[src/rtl/md_issue_ctrl_pkg.sv]
// Shared codes for the mult/div issue sequencer: request kinds, FSM states,
// the unit's MUDI_* op codes and the kind-to-op mapping.
package md_issue_ctrl_pkg;

    localparam logic [3:0] MD_K_NONE  = 4'd0;
    localparam logic [3:0] MD_K_MULT  = 4'd1;
    localparam logic [3:0] MD_K_MULTU = 4'd2;
    localparam logic [3:0] MD_K_DIV   = 4'd3;
    localparam logic [3:0] MD_K_DIVU  = 4'd4;
    localparam logic [3:0] MD_K_MTHI  = 4'd5;
    localparam logic [3:0] MD_K_MTLO  = 4'd6;
    localparam logic [3:0] MD_K_MFHI  = 4'd7;
    localparam logic [3:0] MD_K_MFLO  = 4'd8;

    localparam logic [2:0] MUDI_NONE  = 3'd0;
    localparam logic [2:0] MUDI_MULT  = 3'd1;
    localparam logic [2:0] MUDI_MULTU = 3'd2;
    localparam logic [2:0] MUDI_DIV   = 3'd3;
    localparam logic [2:0] MUDI_DIVU  = 3'd4;
    localparam logic [2:0] MUDI_MTHI  = 3'd5;
    localparam logic [2:0] MUDI_MTLO  = 3'd6;

    // Busy-length counter width; comfortably above the longest divide.
    localparam int LEN_W = 8;

    typedef enum logic [1:0] {
        MD_S_IDLE  = 2'd0,
        MD_S_ISSUE = 2'd1,
        MD_S_WAIT  = 2'd2
    } md_state_e;

    // MFHI/MFLO never reach the unit, so they map to MUDI_NONE.
    function automatic logic [2:0] kind_to_op(input logic [3:0] kind);
        case (kind)
            MD_K_MULT:  return MUDI_MULT;
            MD_K_MULTU: return MUDI_MULTU;
            MD_K_DIV:   return MUDI_DIV;
            MD_K_DIVU:  return MUDI_DIVU;
            MD_K_MTHI:  return MUDI_MTHI;
            MD_K_MTLO:  return MUDI_MTLO;
            default:    return MUDI_NONE;
        endcase
    endfunction

endpackage

[src/rtl/md_issue_ctrl_busy_checker.sv]
// Measures the unit's busy window after each start and flags a missing busy
// or a window whose length differs from the expected mult/div latency.
module md_busy_checker
    import md_issue_ctrl_pkg::*;
#(
    parameter int MUL_CYCLES = 5,
    parameter int DIV_CYCLES = 10
) (
    input  logic clk,
    input  logic rst,
    input  logic start,
    input  logic start_div,
    input  logic in_issue,
    input  logic in_wait,
    input  logic md_busy,
    output logic err_pulse
);

    logic [LEN_W-1:0] exp_len;
    logic [LEN_W-1:0] cnt;

    // NOTE: registers take non-blocking assignments so every flop in the
    // design samples pre-edge values regardless of block evaluation order.
    always_ff @(posedge clk) begin
        if (rst) begin
            exp_len <= '0;
            cnt     <= '0;
        end else begin
            if (start)
                exp_len <= start_div ? LEN_W'(DIV_CYCLES) : LEN_W'(MUL_CYCLES);
            // The ISSUE cycle that first sees busy is busy cycle one.
            if (in_issue && md_busy)
                cnt <= LEN_W'(1);
            else if (in_wait && md_busy && cnt != '1)
                cnt <= cnt + LEN_W'(1);
        end
    end

    assign err_pulse = !md_busy && (in_issue || (in_wait && cnt != exp_len));

endmodule

[src/rtl/md_issue_ctrl.sv]
// E-stage issue/stall sequencer for the shared mult/div unit.
// Define MD_STALL_CNT_EN to build the saturating stall-cycle counter.
module md_issue_ctrl
    import md_issue_ctrl_pkg::*;
#(
    parameter int MUL_CYCLES = 5,
    parameter int DIV_CYCLES = 10,
    parameter int CNT_W      = 32
) (
    input  logic             clk,
    input  logic             rst,
    input  logic             req_valid,
    input  logic [3:0]       req_kind,
    input  logic             flush,
    output logic             req_ready,
    output logic             md_start,
    output logic [2:0]       md_op,
    input  logic             md_busy,
    output logic             rd_sel_hi,
    output logic             err,
    output logic [CNT_W-1:0] stall_cycles
);

    md_state_e state;
    logic      is_md;
    logic      is_hilo;
    logic      err_pulse;

    assign is_md   = req_kind inside {MD_K_MULT, MD_K_MULTU, MD_K_DIV, MD_K_DIVU};
    assign is_hilo = is_md || (req_kind inside {MD_K_MTHI, MD_K_MTLO, MD_K_MFHI, MD_K_MFLO});

    // NOTE: every output gets a default first so no path leaves one unassigned
    // and infers a latch.
    always_comb begin
        req_ready = 1'b1;
        md_start  = 1'b0;
        md_op     = MUDI_NONE;
        rd_sel_hi = 1'b0;
        // A killed instruction never touches the unit and never stalls.
        if (!rst && req_valid && !flush) begin
            if (state == MD_S_IDLE) begin
                md_op     = kind_to_op(req_kind);
                md_start  = is_md;
                rd_sel_hi = (req_kind == MD_K_MFHI);
            end else if (is_hilo) begin
                req_ready = 1'b0;
            end
        end
    end

    always_ff @(posedge clk) begin
        if (rst) begin
            state <= MD_S_IDLE;
            err   <= 1'b0;
        end else begin
            case (state)
                MD_S_IDLE:  if (md_start) state <= MD_S_ISSUE;
                MD_S_ISSUE: state <= md_busy ? MD_S_WAIT : MD_S_IDLE;
                MD_S_WAIT:  if (!md_busy) state <= MD_S_IDLE;
                default:    state <= MD_S_IDLE;
            endcase
            if (err_pulse)
                err <= 1'b1;
        end
    end

    md_busy_checker #(
        .MUL_CYCLES(MUL_CYCLES),
        .DIV_CYCLES(DIV_CYCLES)
    ) u_busy_checker (
        .clk       (clk),
        .rst       (rst),
        .start     (md_start),
        .start_div (md_op == MUDI_DIV || md_op == MUDI_DIVU),
        .in_issue  (state == MD_S_ISSUE),
        .in_wait   (state == MD_S_WAIT),
        .md_busy   (md_busy),
        .err_pulse (err_pulse)
    );

`ifdef MD_STALL_CNT_EN
    logic [CNT_W-1:0] stall_q;

    always_ff @(posedge clk) begin
        if (rst)
            stall_q <= '0;
        else if (req_valid && !flush && !req_ready && stall_q != '1)
            stall_q <= stall_q + CNT_W'(1);
    end

    assign stall_cycles = stall_q;
`else
    assign stall_cycles = '0;
`endif

endmodule

[config.mk]
export PLATFORM = sky130hd
export DESIGN_NAME = md_issue_ctrl
export DESIGN_NICKNAME = d
export VERILOG_FILES = /design/src/rtl/md_issue_ctrl_pkg.sv /design/src/rtl/md_issue_ctrl_busy_checker.sv /design/src/rtl/md_issue_ctrl.sv
export SDC_FILE = /design/constraint.sdc
export NUM_CORES = 1
export LEC_CHECK = 0
export BUFFER_PORTS_ARGS = -buffer_cell sky130_fd_sc_hd__buf_2
export CAP_MARGIN = 20
export CORE_MARGIN = 3
export CORE_UTILIZATION = 49
export DETAILED_ROUTE_END_ITERATION = 8
export MAX_ROUTING_LAYER = met4
export PLACE_DENSITY = 0.82
export RECOVER_POWER = 50
export REMOVE_ABC_BUFFERS = 1
export SLEW_MARGIN = 20
export SYNTH_ARGS = -nofsm -noshare
export SYNTH_HDL_FRONTEND = slang
export SYNTH_HIERARCHICAL = 1
export SYNTH_SLANG_ARGS = --single-unit
[constraint.sdc]
create_clock -name clk -period 4.3 [get_ports clk]
set_clock_uncertainty 0.1 [all_clocks]
set_input_delay 0.43 -clock clk [delete_from_list [all_inputs] [get_ports clk]]
set_output_delay 0.43 -clock clk [all_outputs]
set_load 0.05 [all_outputs]
==> results.md <==
- The leakage dissipation is 0.000446 uW.
- The cell area after placement is 962 um2.
- The total wire length is 1.75 mm.
- The number of gates resized after CTS was 0.
- The total half-perimeter wirelength after legalization and detailed placement is 1.38 mm.
- The floorplan has 15 rows.
- Of the total power, combinational logic draws 0.296.
- Excluding fillers, the count of instances in the completed layout stands at 163.
- For this design, the sink count on the clock tree is 13.
- The post-route clock period utilization is 0.577.
- The endpoint arrival time on the critical path is 1.95 ns.
- The share of layout cells above drive strength 1 is 0.138.
- The fraction of power consumed by the clock network is 0.266.
- The via count of the first global-routing pass is 695.
- The sort of element at the end of the critical path is an output port.
- The maximum VDD drop is 158 uV.
- The count of vias placed by the detailed router is 817.
- In this run the count of I/O pins placed on the die edge is 48.
- The minimum setup slack after placement is 1.81 ns.
- The final routed wire length divided by cell count is 10.7 um.
- The most repeated cell in the gate-level netlist after synthesis is buf_4.
- STA classifies the critical path startpoint as a primary input.
- The number of cells after detailed placement is 159.
- The detail route stage leaves a number of antenna-violating nets equal to 0.
- In the post-synthesis netlist, the biggest area contributors are dfxtp_1 26%, buf_4 24%, mux2i_1 4.0%, nor2_1 3.8%, a2111oi_0 2.6%.
- The synthesized design contains 0 enable-type register cells.
- The initial utilization of the core area, before any placement, comes to 0.549.
- Setup violations remaining at the end of the flow were counted as 0.
- Counting distinct cell types in the post-synthesis netlist gives 37.
- In the synthesized netlist the async set-or-reset flop fraction comes to 0.
- During placement, the flow inserted port buffers numbering 15.
- For this block, wires on met1 add up to 715 um.
- The maximum operating frequency is 0.403 GHz.
- The cell with the largest stage delay on the worst path is a211oi_1.
- Routability-driven placement finished with a final weighted congestion of 0.822.
- The count of max-cap constraint violations is 0.
- The die is 51.2 um tall.
- In the routed design, unresolved DRC markers number 0.
- The mean number of vias per cell is 5.01.
- After routing the design area is 972 um2.
- The type of the worst setup path is primary input to output port.
- The most numerous cell type found on the critical path is buf_2.
- The internal power of the cells totals 164 uW.
- The most frequently used flop master after synthesis is dfxtp_1.
- The average footprint of a synthesized cell is 8.00 um2.
- Synthesis produced a netlist whose cell count is 125.
- During synthesis, Yosys emitted a total of 6 warnings.
- The worst path needs 2.48 ns of the cycle, external delays included.
- The number of antenna repair diodes is 0.
- The type of the tightest min-delay check is primary input to flop.
- The worst pin sits at a relative slew slack of 0.609.
- The area growth from synthesis to layout is -2.75%.
- Summing every instance area after synthesis gives 1000 um2.
- The wire length of the first global-routing pass is 2.79 mm.
- For this design, the CTS-stage hold fixing added 0 buffers.
- Across every metal layer, demand over resource in global routing totals 0.144.
- The worst-case setup margin in the final layout is 1.82 ns.
- The region available for standard cell placement spans 0.00182 mm2.
- The transition time at the pin with the least slew margin is 0.589 ns.
- At the later pin of the worst-skew pair, clock insertion delay measures 0.27 ns.
- The power density over the cells is 286 mW/mm2.
- Setup repair after global routing left no endpoint under its margin.
- The fraction of the core area covered by cells at the end of the flow is 0.534.
- The share of total power dissipated in sequential elements is 0.438.
- The iteration-0 DRC count of the detailed router is 9.
- Ranked by instance count, the synthesized netlist is headed by 32 x buf_4, 13 x dfxtp_1, 10 x nor2_1.
- For this run, the register share of the synthesized area comes to 0.260.
- The number of setup buffers added after CTS is 0.
- Walking the worst path, the cells encountered are buf_2, or3b_1, a211oi_1, buf_2.
- The total count of max-transition violations in the final report was 0.
- Entering global routing, the biggest net connects 10 pins.
- The met3 routed wirelength is 153 um.
- The area share of the largest cell type after synthesis is 0.260.
- The number of buffers created by CTS is 3.
- The switching part of the total power is 0.409.
- In the final timing run, aggregate negative setup slack is 0 ns.
- Summed over all nets, the switching power comes to 114 uW.
- The largest area contributor in the synthesized netlist is dfxtp_1.
- The highest layer touched by signal routing is met4.
- The chip width is 51.2 um.
- The run finished with clean final reports.
- The routed length on met2 is 843 um.
- For this run the aggregate overflow at the end of global routing stands at 0.
- The final hold violation count is 0.
- The clock-pin slew on the worst setup and hold paths is 0.08 ns.
- CTS built an H-tree with a depth of 1.
- The final layout contains 149 nets.
- The floorplan die area is 0.00262 mm2.
- The number of search-and-repair iterations in the first detailed-routing pass is 4.
- In this run the worst path has a maximum fanout of 8.
- The initial antenna violation count is 0.
- TritonCTS built the clock tree.
- The clock root buffer is clkbuf_4.
- For the worst setup path, the data required time is 3.77 ns.
- After synthesis the netlist holds a flip-flop and latch count of 13.
- On the worst path, the slowest cell contributes a delay of 0.53 ns.
- The filler cells instantiated in the layout total 186.
- The buffer levels on the longest clock path is 2.
-- cells in the final DEF, fill, tap and decap left out, types with 3 or more instances in the layout --
cell	netlist	layout
a2111oi_0	3	3
a211oi_1	3	3
a21oi_1	5	5
buf_2	0	14
clkbuf_4	0	3
conb_1	1	32
dfxtp_1	13	13
inv_1	6	6
mux2i_1	4	4
nand2_1	5	5
nor2_1	10	10
nor3_1	3	3
o21ai_0	3	3
or3_1	3	3
or4_1	3	3
xor2_1	3	3
-- metal layers --
| layer | up-vias | GRT usage |
|---|---|---|
| met4 | 0 | 0.0807 |
| li1 | 399 | - |
| met1 | 374 | 0.149 |
| met3 | 4 | 0.0262 |
| met2 | 40 | 0.255 |
| met5 | - | - |
-- through the flow --
step           power (uW)  hold slack [ns]
6_report              278            0.298
5_1_grt               291            0.305
4_1_cts               280            0.286
3_5_place_dp          206            0.362
3_3_place_gp          205            0.346
2_1_floorplan         196            0.366
-- area by class of cell --
class / count / area (um2) / area share
Clock buffer: 4 / 26.3 / 0.0270
Sequential cell: 13 / 260 / 0.268
Tap cell: 25 / 31.3 / 0.0322
Multi-Input combinational cell: 100 / 558 / 0.574
Timing Repair Buffer: 15 / 73.8 / 0.0759
Inverter: 6 / 22.5 / 0.0232
-- registers in the layout (all words and copies together) (netlist names) --
register and flops:
u_busy_checker/cnt 8, u_busy_checker/exp_len 2, err 1, state 2
-- worst max-delay path: cells and delay by family --
kind | cells | cell delay, ns
compound gates | 1 | 0.53
buf+inv | 2 | 0.51
simple gates | 1 | 0.49
-- worst paths after layout --
| path | startpoint | end | slack, ns | cells after the start |
|---|---|---|---|---|
| hold / removal | rst | u_busy_checker/cnt[0] | 0.30 | 2 |
| setup / recovery | rst | md_start | 1.82 | 4 |
| hold reg to reg | err | err | 0.38 | 2 |
| setup reg to reg | state[0] | u_busy_checker/exp_len[2] | 2.48 | 4 |
-- cell families (layout without fill, tap and decap cells) --
group	after synthesis	count (layout)	synth area share
simple gates	38	38	0.210
mux	4	4	0.0401
compound gates	22	22	0.164
xor+xnor	3	3	0.0263
other cells	1	32	0.00375
buf+inv	43	25	0.283
fa+ha+maj	1	1	0.0125
flops	13	13	0.260
-- power groups by stage --
stage | registers [uW] | logic, uW | clock network, uW
2_1_floorplan | 125 | 70.9 | 0
3_3_place_gp | 124 | 80.2 | 0
3_5_place_dp | 124 | 81.4 | 0
4_1_cts | 122 | 81.4 | 77.1
5_1_grt | 122 | 86.3 | 83.1
6_report | 122 | 82.3 | 73.9
Note: power is estimated with default switching activity, not from simulation.
